**config.mk**
```make
export PLATFORM = sky130hd
export DESIGN_NAME = mrr_lock_bank
export DESIGN_NICKNAME = d
export VERILOG_FILES = /design/src/rtl/mrr_lock_bank.sv
export SDC_FILE = /design/constraint.sdc
export NUM_CORES = 1
export LEC_CHECK = 0
export BUFFER_PORTS_ARGS = -buffer_cell sky130_fd_sc_hd__clkbuf_2
export CAP_MARGIN = 20
export CELL_PAD_IN_SITES_DETAIL_PLACEMENT = 1
export CELL_PAD_IN_SITES_GLOBAL_PLACEMENT = 2
export CORE_ASPECT_RATIO = 0.9
export CORE_MARGIN = 2
export CORE_UTILIZATION = 42
export DETAILED_ROUTE_END_ITERATION = 7
export GPL_TIMING_DRIVEN = 0
export PLACE_DENSITY = 0.85
export SKIP_CTS_REPAIR_TIMING = 1
export SLEW_MARGIN = 20
export SYNTH_ARGS = -nofsm -noshare
export SYNTH_HDL_FRONTEND = slang
export SYNTH_SLANG_ARGS = --single-unit
```
**constraint.sdc**
```tcl
create_clock -name clk -period 15 [get_ports clk]
set_clock_uncertainty 0.2 [all_clocks]
set_input_delay 3 -clock clk [delete_from_list [all_inputs] [get_ports clk]]
set_output_delay 3 -clock clk [all_outputs]
set_load 0.01 [all_outputs]
```
**src/rtl/mrr_lock_bank.sv**
```systemverilog
// ---------------------------------------------------------------------------
// mrr_lock_bank: multi-ring thermal wavelength lock (sweep, then hill-climb).
// Optional MRR_LOCK_STATS_EN builds per-channel relock counters.  Rev 1.0
// ---------------------------------------------------------------------------
`default_nettype none

module mrr_lock_bank #(
  parameter int                NUM_CH      = 8,
  parameter int                PWR_W       = 16,
  parameter int                HEATER_W    = 12,
  parameter int                SWEEP_STEP  = 4,
  parameter logic [PWR_W-1:0]  LOCK_THRESH = 16'h4000,
  parameter int                LOSS_COUNT  = 4,
  parameter int                CH_W        = (NUM_CH > 1) ? $clog2(NUM_CH) : 1
) (
  input  logic                       clk,
  input  logic                       rst_n,
  input  logic                       enable,
  input  logic                       sample_valid,
  output logic                       sample_ready,
  input  logic [CH_W-1:0]            sample_ch,
  input  logic [PWR_W-1:0]           sample_power,
  output logic [NUM_CH*HEATER_W-1:0] heater_code,
  output logic [NUM_CH-1:0]          lock_status,
  output logic [NUM_CH-1:0]          sweep_fail,
  output logic [NUM_CH*8-1:0]        relock_count
);

  localparam int                MISS_W    = $clog2(LOSS_COUNT + 1);
  localparam logic [CH_W:0]     NUM_CH_V  = NUM_CH[CH_W:0];
  localparam logic [HEATER_W:0] HMAX      = {1'b0, {HEATER_W{1'b1}}};
  localparam logic [HEATER_W:0] STEP_C    = SWEEP_STEP[HEATER_W:0];
  localparam logic [MISS_W-1:0] MISS_LAST = MISS_W'(LOSS_COUNT - 1);

  typedef enum logic [1:0] {
    ST_IDLE  = 2'd0,
    ST_SWEEP = 2'd1,
    ST_TRACK = 2'd2
  } state_e;

  state_e              state_q  [NUM_CH];
  logic [HEATER_W-1:0] heater_q [NUM_CH];
  logic [PWR_W-1:0]    last_q   [NUM_CH];
  logic                dir_q    [NUM_CH];   // 1 = heater stepping up
  logic [MISS_W-1:0]   miss_q   [NUM_CH];
  logic [NUM_CH-1:0]   lock_q;
  logic [NUM_CH-1:0]   fail_q;

  logic                pend_q;
  logic [CH_W-1:0]     pch_q;
  logic [PWR_W-1:0]    ppwr_q;

  logic                w_hit;
  logic [CH_W-1:0]     w_idx;
  state_e              cur_st;
  logic [HEATER_W-1:0] cur_h;
  logic                dir_t;
  logic [HEATER_W:0]   w_sum;
  logic [HEATER_W:0]   w_inc;

  state_e              st_d;
  logic [HEATER_W-1:0] heater_d;
  logic [PWR_W-1:0]    last_d;
  logic                dir_d;
  logic [MISS_W-1:0]   miss_d;
  logic                fail_set_d;

  assign sample_ready = enable && !pend_q;

  // Out-of-range tags are accepted but must never touch channel state.
  assign w_hit = ({1'b0, pch_q} < NUM_CH_V);
  assign w_idx = w_hit ? pch_q : '0;

  assign cur_st = state_q[w_idx];
  assign cur_h  = heater_q[w_idx];
  assign w_sum  = {1'b0, cur_h} + STEP_C;
  assign w_inc  = {1'b0, cur_h} + (HEATER_W + 1)'(1);
  assign dir_t  = (ppwr_q < last_q[w_idx]) ? ~dir_q[w_idx] : dir_q[w_idx];

  always_comb begin
    st_d       = cur_st;
    heater_d   = cur_h;
    last_d     = last_q[w_idx];
    dir_d      = dir_q[w_idx];
    miss_d     = miss_q[w_idx];
    fail_set_d = 1'b0;
    case (cur_st)
      ST_TRACK: begin
        last_d = ppwr_q;
        if (dir_t) begin
          if (w_inc > HMAX) begin
            dir_d = 1'b0;
          end else begin
            heater_d = w_inc[HEATER_W-1:0];
            dir_d    = 1'b1;
          end
        end else begin
          if (cur_h == '0) begin
            dir_d = 1'b1;
          end else begin
            heater_d = cur_h - HEATER_W'(1);
            dir_d    = 1'b0;
          end
        end
        if (ppwr_q < LOCK_THRESH) begin
          if (miss_q[w_idx] == MISS_LAST) begin
            st_d   = ST_SWEEP;
            miss_d = '0;
          end else begin
            miss_d = miss_q[w_idx] + MISS_W'(1);
          end
        end else begin
          miss_d = '0;
        end
      end
      default: begin
        // IDLE treats its first sample exactly like a SWEEP sample.
        if (ppwr_q >= LOCK_THRESH) begin
          st_d   = ST_TRACK;
          last_d = ppwr_q;
          dir_d  = 1'b1;
          miss_d = '0;
        end else begin
          st_d = ST_SWEEP;
          if (w_sum > HMAX) begin
            heater_d   = '0;
            fail_set_d = 1'b1;
          end else begin
            heater_d = w_sum[HEATER_W-1:0];
          end
        end
      end
    endcase
  end

  always_ff @(posedge clk) begin
    if (!rst_n) begin
      pend_q <= 1'b0;
      pch_q  <= '0;
      ppwr_q <= '0;
      lock_q <= '0;
      fail_q <= '0;
      for (int i = 0; i < NUM_CH; i++) begin
        state_q[i]  <= ST_IDLE;
        heater_q[i] <= '0;
        last_q[i]   <= '0;
        dir_q[i]    <= 1'b1;
        miss_q[i]   <= '0;
      end
    end else if (!enable) begin
      // Heater codes are deliberately held so rings stay near their last point.
      pend_q <= 1'b0;
      lock_q <= '0;
      fail_q <= '0;
      for (int i = 0; i < NUM_CH; i++) begin
        state_q[i] <= ST_IDLE;
        miss_q[i]  <= '0;
      end
    end else if (pend_q) begin
      pend_q <= 1'b0;
      if (w_hit) begin
        state_q[w_idx]  <= st_d;
        heater_q[w_idx] <= heater_d;
        last_q[w_idx]   <= last_d;
        dir_q[w_idx]    <= dir_d;
        miss_q[w_idx]   <= miss_d;
        lock_q[w_idx]   <= (st_d == ST_TRACK);
        if (fail_set_d) begin
          fail_q[w_idx] <= 1'b1;
        end
      end
    end else if (sample_valid) begin
      pend_q <= 1'b1;
      pch_q  <= sample_ch;
      ppwr_q <= sample_power;
    end
  end

  assign lock_status = lock_q;
  assign sweep_fail  = fail_q;

`ifdef MRR_LOCK_STATS_EN
  logic [7:0] relock_q [NUM_CH];
  logic       w_relock;

  assign w_relock = enable && pend_q && w_hit &&
                    (cur_st == ST_TRACK) && (st_d == ST_SWEEP);

  always_ff @(posedge clk) begin
    if (!rst_n) begin
      for (int i = 0; i < NUM_CH; i++) begin
        relock_q[i] <= '0;
      end
    end else if (w_relock && (relock_q[w_idx] != 8'hFF)) begin
      relock_q[w_idx] <= relock_q[w_idx] + 8'd1;
    end
  end

  for (genvar i = 0; i < NUM_CH; i++) begin : g_relock
    assign relock_count[i*8 +: 8] = relock_q[i];
  end
`else
  assign relock_count = '0;
`endif

  for (genvar i = 0; i < NUM_CH; i++) begin : g_heater
    assign heater_code[i*HEATER_W +: HEATER_W] = heater_q[i];
  end

endmodule

`default_nettype wire
```
### After elaboration in Yosys (flattened, before gate mapping)

Memory sizes are Yosys's and may differ from the RTL's. A register that Yosys moved wholly into a read port is not among the register bits.
Cells that the tools add are included.

| word-level totals | value |
|---|---|
| register bits | 36 |
| memory bits (writable) | 272 |
| input bits | 23 |
| output and inout bits | 177 |
| logic and storage cells | 136 |
| memories kept | 5 |

Memory list:

| memory | words | width | rd ports | clocked after memory_dff | wr ports | RTL line | text |
|---|---|---|---|---|---|---|---|
| last_q | 8 | 16 | 1 | 1 | 8 | 43 | `logic [PWR_W-1:0] last_q [NUM_CH];` |
| heater_q | 8 | 12 | 9 | 1 | 8 | 42 | `logic [HEATER_W-1:0] heater_q [NUM_CH];` |
| miss_q | 8 | 3 | 1 | 1 | 8 | 45 | `logic [MISS_W-1:0] miss_q [NUM_CH];` |
| state_q | 8 | 2 | 1 | 1 | 8 | 41 | `state_e state_q [NUM_CH];` |
| dir_q | 8 | 1 | 1 | 1 | 8 | 44 | `logic dir_q [NUM_CH];` |

| operators by class | value |
|---|---|
| add/subtract/negate cells | 4 |
| magnitude comparators | 7 |
| equality and inequality tests | 3 |
| mux-type cells | 78 |
| bitwise operators | 21 |
| reductions and logical operators | 13 |

Operators by type and width:

| operator | number |
|---|---|
| 12-bit 2-to-1 mux | 7 |
| 3-bit 2-to-1 mux | 28 |
| 16-bit 2-to-1 mux | 3 |
| 13-bit by 12-bit > comparator with 1-bit output, second input constant | 2 |
| 2-bit 2-to-1 mux | 13 |
| 1-bit 2-to-1 mux | 25 |
| 16-bit by 15-bit greater-or-equal comparator with 1-bit output, second input constant | 1 |
| 16-bit by 15-bit less-than comparator with 1-bit output, second input constant | 1 |
| 16-bit less-than comparator | 1 |
| 1-bit OR | 16 |
| 16-bit OR reduction | 1 |
| 12-bit by 1-bit adder with 13-bit output, second input constant | 1 |
| 12-bit by 3-bit adder with 13-bit output, second input constant | 1 |
| 12-bit logical NOT | 1 |
| 12-bit OR reduction | 1 |
| 12-bit by 1-bit subtractor with 12-bit output, second input constant | 1 |
| 8-bit bitwise mux | 1 |
| 8-bit OR | 1 |
| 3-bit OR reduction | 2 |
| 2-bit == test, second input constant | 2 |
| 3-bit by 4-bit less-than comparator with 1-bit output, second input constant | 1 |
| 1-bit NOT | 4 |
| 2-bit AND reduction | 2 |
| 3-bit by 1-bit adder with 3-bit output, second input constant | 1 |
| other kinds (8) | 9 |

### Longest topological paths before layout

| depth | value |
|---|---|
| depth in word-level cells | 6 |
| depth in mapped cells | 20 |
| mapped depth without buffers | 13 |

### Least setup slack after synthesis

OpenSTA, ideal clock, no wires.

| path | value |
|---|---|
| path type | input to output |
| from | in enable |
| to | out sample_ready |
| arrival time | 3,271 ps |
| required time | 11,800 ps |
| slack | 8,529 ps |
| stages on the path | 1 |
| path buffers | 0 |
| cells stage by stage | nor2b_1 |

| between the ends | value |
|---|---|
| cells in the longest elaborated chain, start to end | 1 |

Ends and longest elaborated chain:

| what | RTL line | text |
|---|---|---|
| from (decl) | 18 | `input logic enable,` |
| 1-bit logical AND | 68 | `assign sample_ready = enable && !pend_q;` |
| to (decl) | 20 | `output logic sample_ready,` |

Every way passes these cells.

==> results.md <==
- Area growth syn-to-layout: 18.7%
- Mean post-synth cell area: roughly 12 um2
- Met2 Track Usage GR: ~44%
- WL final: 52.5 mm
- Yosys cell types: 71
- Largest net degree at the start of global routing: 18
- Synth Flop Type: edfxtp_1
- Final hold violation count: 0
- Routed WL per cell: 26.1 um
- Clk pwr share: about two fifths
- Outcome: complete, no violations
- Post-synthesis sequential area ratio: about three fifths
- Fmax: 139 MHz
- CP cell instances: buf_4, buf_4, buf_2, buf_1, clkbuf_1, mux4_2, mux2i_1, ha_1, a21oi_1, o21ai_0, a21oi_1, o2111ai_1, xor2_1, or2_2, clkbuf_1, nor2_1, a221oi_1, o32ai_2, nor2_1
- Floorplan row count: 66
- CTS H-tree depth: 2
- Seq pwr share: a little under half
- CTS Buf Count: 35
- Final worst path period need: ~7 ns
- CTS tree: done
- # nets final: ~1600
- Worst Path Max Fanout: 10
- Final setup fails: 0
- Number of global-route vias before repair: between 10000 and 15000
- Root Driver: clkbuf_16
- Worst skew pair latency: 0.53 ns
- Clk buf depth: 3
- Placed cell area: roughly 17000 um2
- CTS Sinks: ~310
- Vias: 11488
- Global route hottest layer: met2
- Global Route met3 Usage: under 10%
- Max cap viols: 0
- Height of the die: approximately 190 um
- Synth Warn #: 0
- Final HPWL DP: roughly 37 mm
- Synthesized area: approximately 15000 um2
- Crit share post-route: between 40% and 50%
- WP data required: 15.03 ns
- Die ar.: 38000 um2
- Design Area, Final: about 18000 um2
- Power Total: roughly 2100 uW
- Worst-path clk slew: 0.07 ns
- DRC Markers: 0
- PD cells: 117 nW/um2
- First-pass GRT wire length: between 70 and 80 mm
- Routed Antenna Nets: 0
- Sw frac: around a quarter
- GR Util met1: approximately two fifths
- Slew headroom: roughly 24%
- Setup TNS: 0 ns
- Initial antenna violation count: 0
- Slowest stage delay, CP: 0.84 ns
- Kind of critical path: flop to flop
- Die width: just over 200 um
- Cell-internal power: 1570 uW
- Iter 0 DRT Violations: 1091
- CP Data Arrival Time: around 7.3 ns
- Hold Path Class: flop to flop
- Total core area: about 36000 um2
- Startpoint Class: flop
- Total GRT Usage: ~28%
- Async SR Flop Fraction: 0%
- Routability Congestion: around 0.95
- Vias per inst: between 5 and 6
- Switching pwr: roughly 560 uW
- Leak: about 0.0067 uW
- Highest-delay cell along the critical path: clkbuf_1
- Worst setup EP type: flop
- Final Max Tran Viols: 0
- Initial Utilization: a little over two fifths
- Remaining Overflow, GRT: 0
- #FFs+latches synth: 311
- Num ports: 200
- RSZ-0062 raised after global routing: no
- IO Port Bufs: roughly 140
- Worst Tran Pin Value: between 1 and 1.5 ns
- Number of synthesized flops with an enable pin: about 270
- Worst IR Drop VDD: 83.3 uV
- Share of layout cells above drive strength 1: between 20% and 30%
- First-pass DRT Iterations: 6
- Logic gate share of total power: 13.5%
- Mapped Cells: 1266
## worst max-delay path: cells and delay by family (launching register included)
family / cells / cell delay, ns
buffers and inverters: 6 / 2.58
AOI/OAI and AO/OA: 6 / 1.76
and+or+nand+nor: 3 / 0.75
muxes: 2 / 0.65
DFF: 1 / 0.32
adders and majority gates: 1 / 0.32
xor gates and xnor gates: 1 / 0.28
## synthesized netlist by cell type, types with 9 or more instances
cell type    n  area, um2
ha_1        23        288
o22ai_1     11       68.8
nor2_1     324       1220
nor3_1      17       85.1
a21boi_0    19        143
nand2_1     94        353
a21oi_1     29        145
inv_1       13       48.8
dfxtp_1     39        781
nand2b_1    10       62.6
edfxtp_1   272       8170
o21ai_0     25        125
buf_4       68        510
buf_1       10       37.5
clkbuf_1    54        203
mux2i_1     34        340
mux2_2       9        101
mux4_2      61       1370
nand3_1     21        105
## state kept, by name, summed over array words and instances (netlist names), named ones only
register / flops
heater_q: 96
miss_q: 24
dir_q: 8
sweep_fail: 8
state_q: 16
lock_status: 8
ppwr_q: 16
pch_q: 3
pend_q: 1
last_q: 128
## final cells by class
type / instances / area, um2
Antenna cell: 1 / 2.50
Buffer: 141 / 835
Clock buffer: 46 / 970
Clock inverter: 16 / 149
Fill cell: 3886 / 17800
Inverter: 13 / 48.8
Multi-Input combinational cell: 864 / 5730
Sequential cell: 311 / 8950
Tap cell: 476 / 596
Timing Repair Buffer: 144 / 878
## metrics by stage
stage / utilization [%] / setup slack, ns / hold slack (ns) / instances
floorplan: - / 8.53 / 0.257 / 1329
global placement: 46.7 / 7.75 / 0.236 / 1940
detailed placement: 47.3 / 7.68 / 0.251 / 1949
CTS: 50.4 / 7.70 / 0.270 / 2011
global route: 50.4 / 7.40 / 0.301 / 2011
finish: 50.4 / 7.78 / 0.265 / 2012
## cell families (layout without fill, tap and decap cells)
logic type      after synthesis  after routing  share of synthesized area [%]
xor+xnor                     13             13                          0.744
simple gates                515            515                           14.3
flops                       311            311                           58.5
buf+inv                     154            360                           5.76
compound gates              141            141                           6.45
mux                         108            108                           12.3
fa+ha+maj                    23             23                           1.88
other cells                   1             65                         0.0245
## layer usage
metal  wire length, um  up-vias  part of all wire [%]
met5                 0        -                     0
met4              1280        0                   2.4
met3              4270       83                   8.1
met2             24600      513                    47
met1             22300     5939                    43
li1                  -     4953                     -
## power by group through the flow
| stage | Clock [uW] | Combinational [uW] | Sequential (uW) |
|---|---|---|---|
| after floorplan | 0 | 180 | 999 |
| after global placement | 0 | 270 | 1000 |
| after detailed placement | 0 | 282 | 1000 |
| after CTS | 865 | 284 | 984 |
| after global routing | 897 | 309 | 986 |
| final | 861 | 288 | 984 |
## worst paths after layout
check	startpoint	end	slack, ns	cells after the start
max	flop	heater_q[7][2]$_SDFFCE_PN0P_	7.78	19
min	sweep_fail[0]$_SDFFE_PN0P_	sweep_fail[0]$_SDFFE_PN0P_	0.27	2
max reg2reg	flop	heater_q[7][2]$_SDFFCE_PN0P_	7.78	19
min reg2reg	sweep_fail[0]$_SDFFE_PN0P_	sweep_fail[0]$_SDFFE_PN0P_	0.27	2
## cell usage in the layout, fill, tap and decap left out, types with 17 or more instances in the layout
cell / count
a21boi_0: 19
a21oi_1: 29
buf_4: 68
clkbuf_1: 61
clkbuf_16: 37
clkbuf_2: 136
conb_1: 64
dfxtp_1: 39
edfxtp_1: 272
ha_1: 23
mux2i_1: 34
mux4_2: 61
nand2_1: 86
nand3_1: 21
nor2_1: 324
nor3_1: 17
o21ai_0: 21
(Power assumes the default switching activity.)
